File: config.mk
export PLATFORM = sky130hd
export DESIGN_NAME = fetch_stage
export DESIGN_NICKNAME = d
export VERILOG_FILES = /design/src/rtl/fetch_stage_pkg.sv /design/src/rtl/fetch_stage_adder.sv /design/src/rtl/fetch_stage.sv
export SDC_FILE = /design/constraint.sdc
export NUM_CORES = 1
export LEC_CHECK = 0
export ABC_AREA = 0
export ABC_CLOCK_PERIOD_IN_PS = 2900
export BUFFER_PORTS_ARGS = -buffer_cell sky130_fd_sc_hd__buf_2
export CAP_MARGIN = 0
export CORE_MARGIN = 2
export CORE_UTILIZATION = 35
export DETAILED_ROUTE_END_ITERATION = 10
export MAX_ROUTING_LAYER = met4
export PLACE_DENSITY = 0.71
export RECOVER_POWER = 25
export SETUP_SLACK_MARGIN = 0.1
export SYNTH_ARGS = -nofsm -noshare
export SYNTH_HDL_FRONTEND = slang
export SYNTH_SLANG_ARGS = --single-unit
export TNS_END_PERCENT = 5
File: constraint.sdc
create_clock -name clk -period 2.9 [get_ports clk]
set_input_delay 0.435 -clock clk [delete_from_list [all_inputs] [get_ports clk]]
set_output_delay 0.435 -clock clk [all_outputs]
set_load 0.02 [all_outputs]
File: src/rtl/fetch_stage_pkg.sv
// Shared defaults and next-PC selection helper for the instruction-fetch stage.
package fetch_stage_pkg;

  localparam int unsigned PC_W_DEFAULT      = 32;
  localparam int unsigned INSTR_W_DEFAULT   = 32;
  localparam logic [31:0] RESET_PC_DEFAULT  = 32'h0000_0000;
  localparam logic [31:0] NOP_INSTR_DEFAULT = 32'h0000_0000;  // sll $0,$0,0

  typedef enum logic [1:0] {
    PC_SEL_SEQ    = 2'd0,
    PC_SEL_BRANCH = 2'd1,
    PC_SEL_JUMP   = 2'd2
  } pc_sel_e;

  // Jump outranks a taken branch when decode raises both.
  function automatic pc_sel_e pc_select(input logic jump, input logic branch);
    if (jump)        return PC_SEL_JUMP;
    else if (branch) return PC_SEL_BRANCH;
    else             return PC_SEL_SEQ;
  endfunction

endpackage

File: src/rtl/fetch_stage_adder.sv
// Generic unsigned adder; result truncated to outw bits, carry-out discarded.
module fetch_stage_adder #(
  parameter int inw1 = 32,
  parameter int inw2 = 1,
  parameter int outw = inw1
) (
  input  logic [inw1-1:0] a_i,
  input  logic [inw2-1:0] b_i,
  output logic [outw-1:0] sum_o
);

  assign sum_o = outw'(a_i) + outw'(b_i);

endmodule

File: src/rtl/fetch_stage.sv
// Instruction-fetch stage: PC register, next-PC mux and the IF/ID pipeline register.
module fetch_stage
  import fetch_stage_pkg::*;
#(
  parameter int                 PC_W      = PC_W_DEFAULT,
  parameter int                 INSTR_W   = INSTR_W_DEFAULT,
  parameter logic [PC_W-1:0]    RESET_PC  = PC_W'(RESET_PC_DEFAULT),
  parameter logic [INSTR_W-1:0] NOP_INSTR = INSTR_W'(NOP_INSTR_DEFAULT)
) (
  input  logic               clk,
  input  logic               reset,
  input  logic               StallF,
  input  logic               StallD,
  input  logic               FlushD,
  input  logic               PCSrcD,
  input  logic               JumpD,
  input  logic [PC_W-1:0]    PCBranchD,
  input  logic [PC_W-1:0]    PCJumpD,
  input  logic [INSTR_W-1:0] InstrF,
  output logic [PC_W-1:0]    PCF,
  output logic [INSTR_W-1:0] InstrD,
  output logic [PC_W-1:0]    PCp1D,
  output logic               ValidD
);

  logic [PC_W-1:0]    pc_q, pc_d;
  logic [PC_W-1:0]    pcp1_f;
  logic [PC_W-1:0]    pc_next;
  pc_sel_e            pc_sel;

  logic [INSTR_W-1:0] instr_q, instr_d;
  logic [PC_W-1:0]    pcp1_q, pcp1_d;
  logic               valid_q, valid_d;

  fetch_stage_adder #(
    .inw1 (PC_W),
    .inw2 (1),
    .outw (PC_W)
  ) u_pc_inc (
    .a_i   (pc_q),
    .b_i   (1'b1),
    .sum_o (pcp1_f)
  );

  always_comb begin
    pc_sel  = pc_select(JumpD, PCSrcD);
    pc_next = pcp1_f;
    case (pc_sel)
      PC_SEL_JUMP:   pc_next = PCJumpD;
      PC_SEL_BRANCH: pc_next = PCBranchD;
      default:       pc_next = pcp1_f;
    endcase
  end

  // A stalled PC ignores any redirect presented in the same cycle.
  always_comb begin
    pc_d = pc_next;
    if (StallF) pc_d = pc_q;
  end

  always_comb begin
    instr_d = instr_q;
    pcp1_d  = pcp1_q;
    valid_d = valid_q;
    if (FlushD) begin
      instr_d = NOP_INSTR;
      pcp1_d  = '0;
      valid_d = 1'b0;
    end else if (!StallD) begin
      instr_d = InstrF;
      pcp1_d  = pcp1_f;
      valid_d = 1'b1;
    end
  end

  always_ff @(posedge clk) begin
    if (reset) begin
      pc_q    <= RESET_PC;
      instr_q <= NOP_INSTR;
      pcp1_q  <= '0;
      valid_q <= 1'b0;
    end else begin
      pc_q    <= pc_d;
      instr_q <= instr_d;
      pcp1_q  <= pcp1_d;
      valid_q <= valid_d;
    end
  end

  assign PCF    = pc_q;
  assign InstrD = instr_q;
  assign PCp1D  = pcp1_q;
  assign ValidD = valid_q;

endmodule

==> results of run 1 <==
-- power groups by stage --
stage	clock network [mW]	registers, mW	logic, mW
final	1.41	1.47	0.513
after CTS	1.42	1.46	0.519
after detailed placement	0	1.49	0.517
after global routing	1.47	1.48	0.558
after global placement	0	1.49	0.513
after floorplan	0	1.54	0.253
-- cells by family (layout without fill, tap and decap cells) --
kind of cell             after synthesis  after routing  synth area share
XOR/XNOR                              26             26           0.04732
multiplexers                          44             44           0.09152
AND/OR/NAND/NOR                      170            170            0.1794
AO/OA/AOI/OAI                        160            160            0.2197
adder cells (fa/ha/maj)                1              1          0.002600
buffers and inverters                 69            247           0.05590
flip-flops                            97             97            0.4035
-- per-stage QoR --
step	setup WS, ns	instance area, sq um	util	hold slack (ns)
finish	0.4890	6223	0.4663	0.3171
global route	0.2816	6223	0.4663	0.3191
CTS	0.5033	6284	0.4708	0.3070
detailed placement	0.5384	5931	0.4443	0.4487
global placement	0.5861	5931	0.4443	0.4485
floorplan	0.6598	4812	-	0.5407
-- sequential cells by signal, summed over array words and instances (netlist names) --
register / flops
InstrD: 32
PCF: 32
PCp1D: 32
ValidD: 1
-- worst paths after layout --
kind                to  depth (start not counted)
max            PCF[30]                          6
min          InstrD[8]                          3
max reg2reg    PCF[30]                          6
min reg2reg   PCp1D[7]                          2
-- worst register-to-register path: stages (launching register included) --
cell	delay, ns
dfxtp_1	0.46
ha_1	0.28
and3_1	0.26
nand3_1	0.33
nor4_1	0.60
mux2i_1	0.24
o22ai_1	0.10
-- cells in the final DEF, fill, tap and decap left out, types with 8 or more instances in the layout --
master       n
buf_2      151
dfxtp_1     97
nor2_1      68
clkbuf_1    48
mux2i_1     44
o21ai_0     43
a21oi_1     38
nand2_1     33
xnor2_1     19
inv_1       17
buf_4       13
nand3_1     10
a221oi_1    10
o22ai_1      9
nor3_1       9
clkbuf_16    9
nor4_1       8
-- final cells by class --
class,instances,area [sq um],area share
clock inverters,6,113.9,0.01830
well taps,176,220.2,0.03538
inverters,19,71.32,0.01146
repair buffers,212,1033,0.1661
flip-flops and latches,97,1942,0.3120
clock buffers,10,239.0,0.03840
multi-input cells,401,2604,0.4184
-- per-layer routing --
layer / global-route usage / part of all wire
met1: 0.2969 / 0.46
met2: 0.3315 / 0.46
met5: - / 0
met3: 0.04135 / 0.063
met4: 0.07328 / 0.022
==> results.json, run 1 <==
{
  "clock_skew_ns": 0.004972,
  "post-route-min-period_ns": 2.411,
  "cp_slowest_stage_delay_ns": 0.59,
  "drtAntennaViolNets": 0,
  "synthArstFlopShare": 0,
  "path_max_fanout": 10,
  "syn_nets": 671,
  "synth_seq_cells": 97,
  "netlist_area_sq_um": 4812,
  "grt_pass1_wl_um": 24500,
  "p_int_mw": 2.468,
  "worstSetupStartpoint": "PCF[0]",
  "cts_root_buffer": "clkbuf_16",
  "post-place-cells": 905,
  "grtUsageTotal": 0.2197,
  "drt-total-wl_um": 16260,
  "ios": 200,
  "power_frac_clock": 0.416,
  "num_rows": 42,
  "synth-edff-count": 0,
  "cp_top_family": "simple AND/OR/NAND/NOR gates",
  "cts_buffers": 9,
  "cp_slowest_cell": "nor4_1",
  "r2r-start": "PCF[0]",
  "fin_nets": 844,
  "arrival_ns": 2.61,
  "yosys.area.top_type_share": 0.4035,
  "routabilityCongestion": 0.9227,
  "port-buffer-count": 199,
  "cts.sinks": 97,
  "tightestPinTransition_ns": 0.9567,
  "hp-class": "primary input to flop",
  "postCtsHoldBufs": 0,
  "cts_setup_buffers": 0,
  "dr.pass1.iters": 5,
  "clk_path_buf_depth": 2,
  "worstSetupStartpointType": "flop",
  "layout-drive-gt1-share": 0.2604,
  "n_fill_cell": 1399,
  "synth_most_common_cell": "dfxtp_1",
  "netlist_instances": 567,
  "hold_viol": 0,
  "cp-end-kind": "flop",
  "clk_pin_slew_ns": 0.07,
  "final-setup-viol-count": 0,
  "grt_overflow_total": 0,
  "dieArea_sq_um": 14700,
  "synthTopCellsByCount": "dfxtp_1 (97), nor2_1 (68), mux2i_1 (44), o21ai_0 (43), clkbuf_1 (41)",
  "ys_top_cells_by_area": "dfxtp_1 (40%), mux2i_1 (9.2%), nor2_1 (5.3%)",
  "diodes": 0,
  "drv_slew": 0,
  "synth_area_per_cell_sq_um": 8.487,
  "timing.final.crit_share": 0.8314,
  "die-width_um": 121.3,
  "grt_pass1_vias": 4551,
  "cap_viol_max_count": 0,
  "ys_warn_count": 0,
  "viasPerCell": 5.360,
  "post_drt_wl_per_cell_um": 17.65,
  "first_iter_violations": 427,
  "hpwlAfterDp_um": 11930,
  "power_mw": 3.385,
  "cp.required_ns": 3.10,
  "post_cts_resized": 0,
  "power_switching_mw": 0.9166,
  "yosysTopAreaCell": "dfxtp_1",
  "die_y_um": 121.3,
  "ff2ff_setup_slack_ns": 0.49,
  "area_delta_synth_final_pct": 29.33,
  "irDropWorstVdd_mv": 0.3212,
  "drc": 0,
  "slew_headroom": 0.3582,
  "final_cells": 921,
  "synthFlopType": "dfxtp_1",
  "fin_tns_setup_ns": 0,
  "swShare": 0.2708,
  "worstPathCellList": "ha_1 > and3_1 > nand3_1 > nor4_1 > mux2i_1 > o22ai_1",
  "worstSetupPathType": "flop to flop",
  "grt_max_degree": 48,
  "grt_setup_unrepaired": "no",
  "status": "complete, no violations",
  "core_region_area_sq_um": 13350,
  "synth_cell_types": 56,
  "antenna_found_initial": 0,
  "clk_latency_ns": 0.35,
  "comb_power_share": 0.152,
  "cts_tree": "done",
  "seqPwrFrac": 0.433,
  "num_vias": 4937,
  "yosysSeqAreaShare": 0.4035,
  "start_util": 0.3605,
  "powerDensity_nw_per_um2": 543.9,
  "power.leakage_nw": 2.601,
  "hp-start": "InstrF[8]",
  "max_freq_mhz": 414.8,
  "cp_num_buf_inv": 0,
  "htree_num_levels": 3
}
No activity file was read; power rests on OpenSTA's default activity.
==> inputs of run 2 (changes only) <==
ABC_CLOCK_PERIOD_IN_PS = 2500   (was 2900)
clock period = 2.5 ns   (was 2.9 ns; I/O delays follow)
==> run 2 against run 1 <==
Net effect:
- the run now ends with max-capacitance violations, max-slew violations left
- register-to-register slack got worse by 0.22 ns
- worst setup slack got worse by 0.22 ns
- clock-buffer cell count decreased by 1
- core utilization increased by 0.37 points
- power increased by 9.3%
- critical endpoint is now PCp1D[24]
- final cell count increased by 0.87%
==> results.json, run 2 (same netlist as run 1, synthesis figures left out) <==
{
  "first_iter_violations": 433,
  "antenna_found_initial": 0,
  "met2_usage": 0.3413,
  "core_region_area_sq_um": 13350,
  "hold_viol": 0,
  "final-setup-viol-count": 0,
  "timing.final.crit_share": 0.8934,
  "htree_num_levels": 3,
  "post-place-ws_ns": 0.08675,
  "comb_power_share": 0.167,
  "grtUsageTotal": 0.2239,
  "final_common_cell": "buf_2",
  "met1_usage": 0.3062,
  "ios": 200,
  "die-width_um": 121.3,
  "num_vias": 5033,
  "grt_pass1_wl_um": 24870,
  "power_frac_clock": 0.375,
  "seqPwrFrac": 0.458,
  "status": "finished, violations left",
  "powerDensity_nw_per_um2": 589.7,
  "power_mw": 3.699,
  "area_delta_synth_final_pct": 30.37,
  "max_freq_mhz": 447.7,
  "layout-drive-gt1-share": 0.2722,
  "die_y_um": 121.3,
  "tightestPinTransition_ns": 1.807,
  "violations": "max-capacitance violations, max-slew violations",
  "drtAntennaViolNets": 0,
  "power.leakage_nw": 2.624,
  "clk_pin_slew_ns": 0.07,
  "grt_overflow_total": 0,
  "clock_skew_ns": 0.004813,
  "swShare": 0.2867,
  "grt_setup_unrepaired": "no",
  "busiest_layer": "met2",
  "start_util": 0.3605,
  "hp-class": "primary input to flop",
  "routabilityCongestion": 0.9020,
  "setup_ws_ns": 0.2665,
  "cts.sinks": 97,
  "dr.pass1.iters": 5,
  "power_switching_mw": 1.061,
  "worstSetupStartpointType": "flop",
  "grtUsageMet3": 0.03900,
  "dieArea_sq_um": 14700,
  "cp-end-kind": "flop",
  "arrival_ns": 2.49,
  "drc": 0,
  "post_drt_wl_per_cell_um": 17.63,
  "final_cell_mix": "buf_2 (151), dfxtp_1 (97), nor2_1 (68)",
  "port-buffer-count": 199,
  "fin_tns_setup_ns": 0,
  "grt_pass1_vias": 4601,
  "irDropWorstVdd_mv": 0.3671,
  "cts_tree": "done",
  "fin_nets": 853,
  "cts_buffers": 9,
  "clk_latency_ns": 0.34,
  "slew_headroom": -0.2046,
  "cap_viol_max_count": 1,
  "clk_path_buf_depth": 2,
  "post-route-min-period_ns": 2.233,
  "num_rows": 42,
  "p_int_mw": 2.639,
  "drv_slew": 37,
  "drt-total-wl_um": 16380,
  "viasPerCell": 5.418,
  "hpwlAfterDp_um": 12070,
  "path_max_fanout": 10,
  "diodes": 0,
  "worstSetupPathType": "flop to flop",
  "cp.required_ns": 2.76,
  "cts_root_buffer": "clkbuf_16",
  "grt_max_degree": 48
}
==> run 2: changes by cell type in the layout (fill, tap and decap cells not counted), sizes merged <==
cell      change
buf           +9
bufinv        -2
clkinvlp      +2
clkbuf        -1
==> run 2: final timing paths <==
kind | from | endpoint | slack [ns] | cells past startpoint
worst min register to register | PCp1D[12] | PCp1D[12] | 0.46 | 2
worst min-delay path | InstrF[21] | InstrD[21] | 0.26 | 3
worst max-delay path | PCF[1] | PCp1D[24] | 0.27 | 6
worst max register to register | PCF[1] | PCp1D[24] | 0.27 | 6
==> run 2: worst max-delay path, stage by stage (launching register included) <==
cell and delay [ns]:
dfxtp_1 0.41, ha_1 0.27, and3_1 0.28, nand3_2 0.24
or4_4 0.56, xor2_1 0.16, a211oi_2 0.22
==> run 2: area by class of cell <==
type | instances | area (sq um)
well taps | 176 | 220.2
multi-input cells | 401 | 2620
clock inverters | 6 | 68.82
repair buffers | 221 | 1126
fillers | 1382 | 7074
flip-flops and latches | 97 | 1942
inverters | 19 | 71.32
clock buffers | 9 | 225.2
==> run 2: stage by stage <==
stage / instances / area [sq um] / hold WS (ns) / util
finish: 929 / 6274 / 0.2571 / 0.4700
global route: 929 / 6274 / 0.2704 / 0.4700
CTS: 929 / 6324 / 0.2552 / 0.4738
detailed placement: 914 / 6023 / 0.4505 / 0.4513
global placement: 914 / 6023 / 0.4458 / 0.4513
floorplan: 567 / 4812 / 0.5189 / -
==> run 2: power groups by stage <==
stage	clock network [mW]	logic [mW]	registers, mW
6_report	1.39	0.617	1.69
5_1_grt	1.47	0.670	1.71
4_1_cts	1.40	0.622	1.69
3_5_place_dp	0	0.619	1.73
3_3_place_gp	0	0.618	1.72
2_1_floorplan	0	0.293	1.79
==> run 2: metal layers <==
metal,vias to the layer above,share of wire
met1,2381,0.46
met3,23,0.060
met5,-,0
met2,207,0.46
met4,0,0.020
li1,2422,-
==> run 2: what timing repair did <==
action,CTS,global route
gates resized for setup,1,2
hold buffers,0,0
endpoints found under the setup margin,1,5
setup buffers,0,0
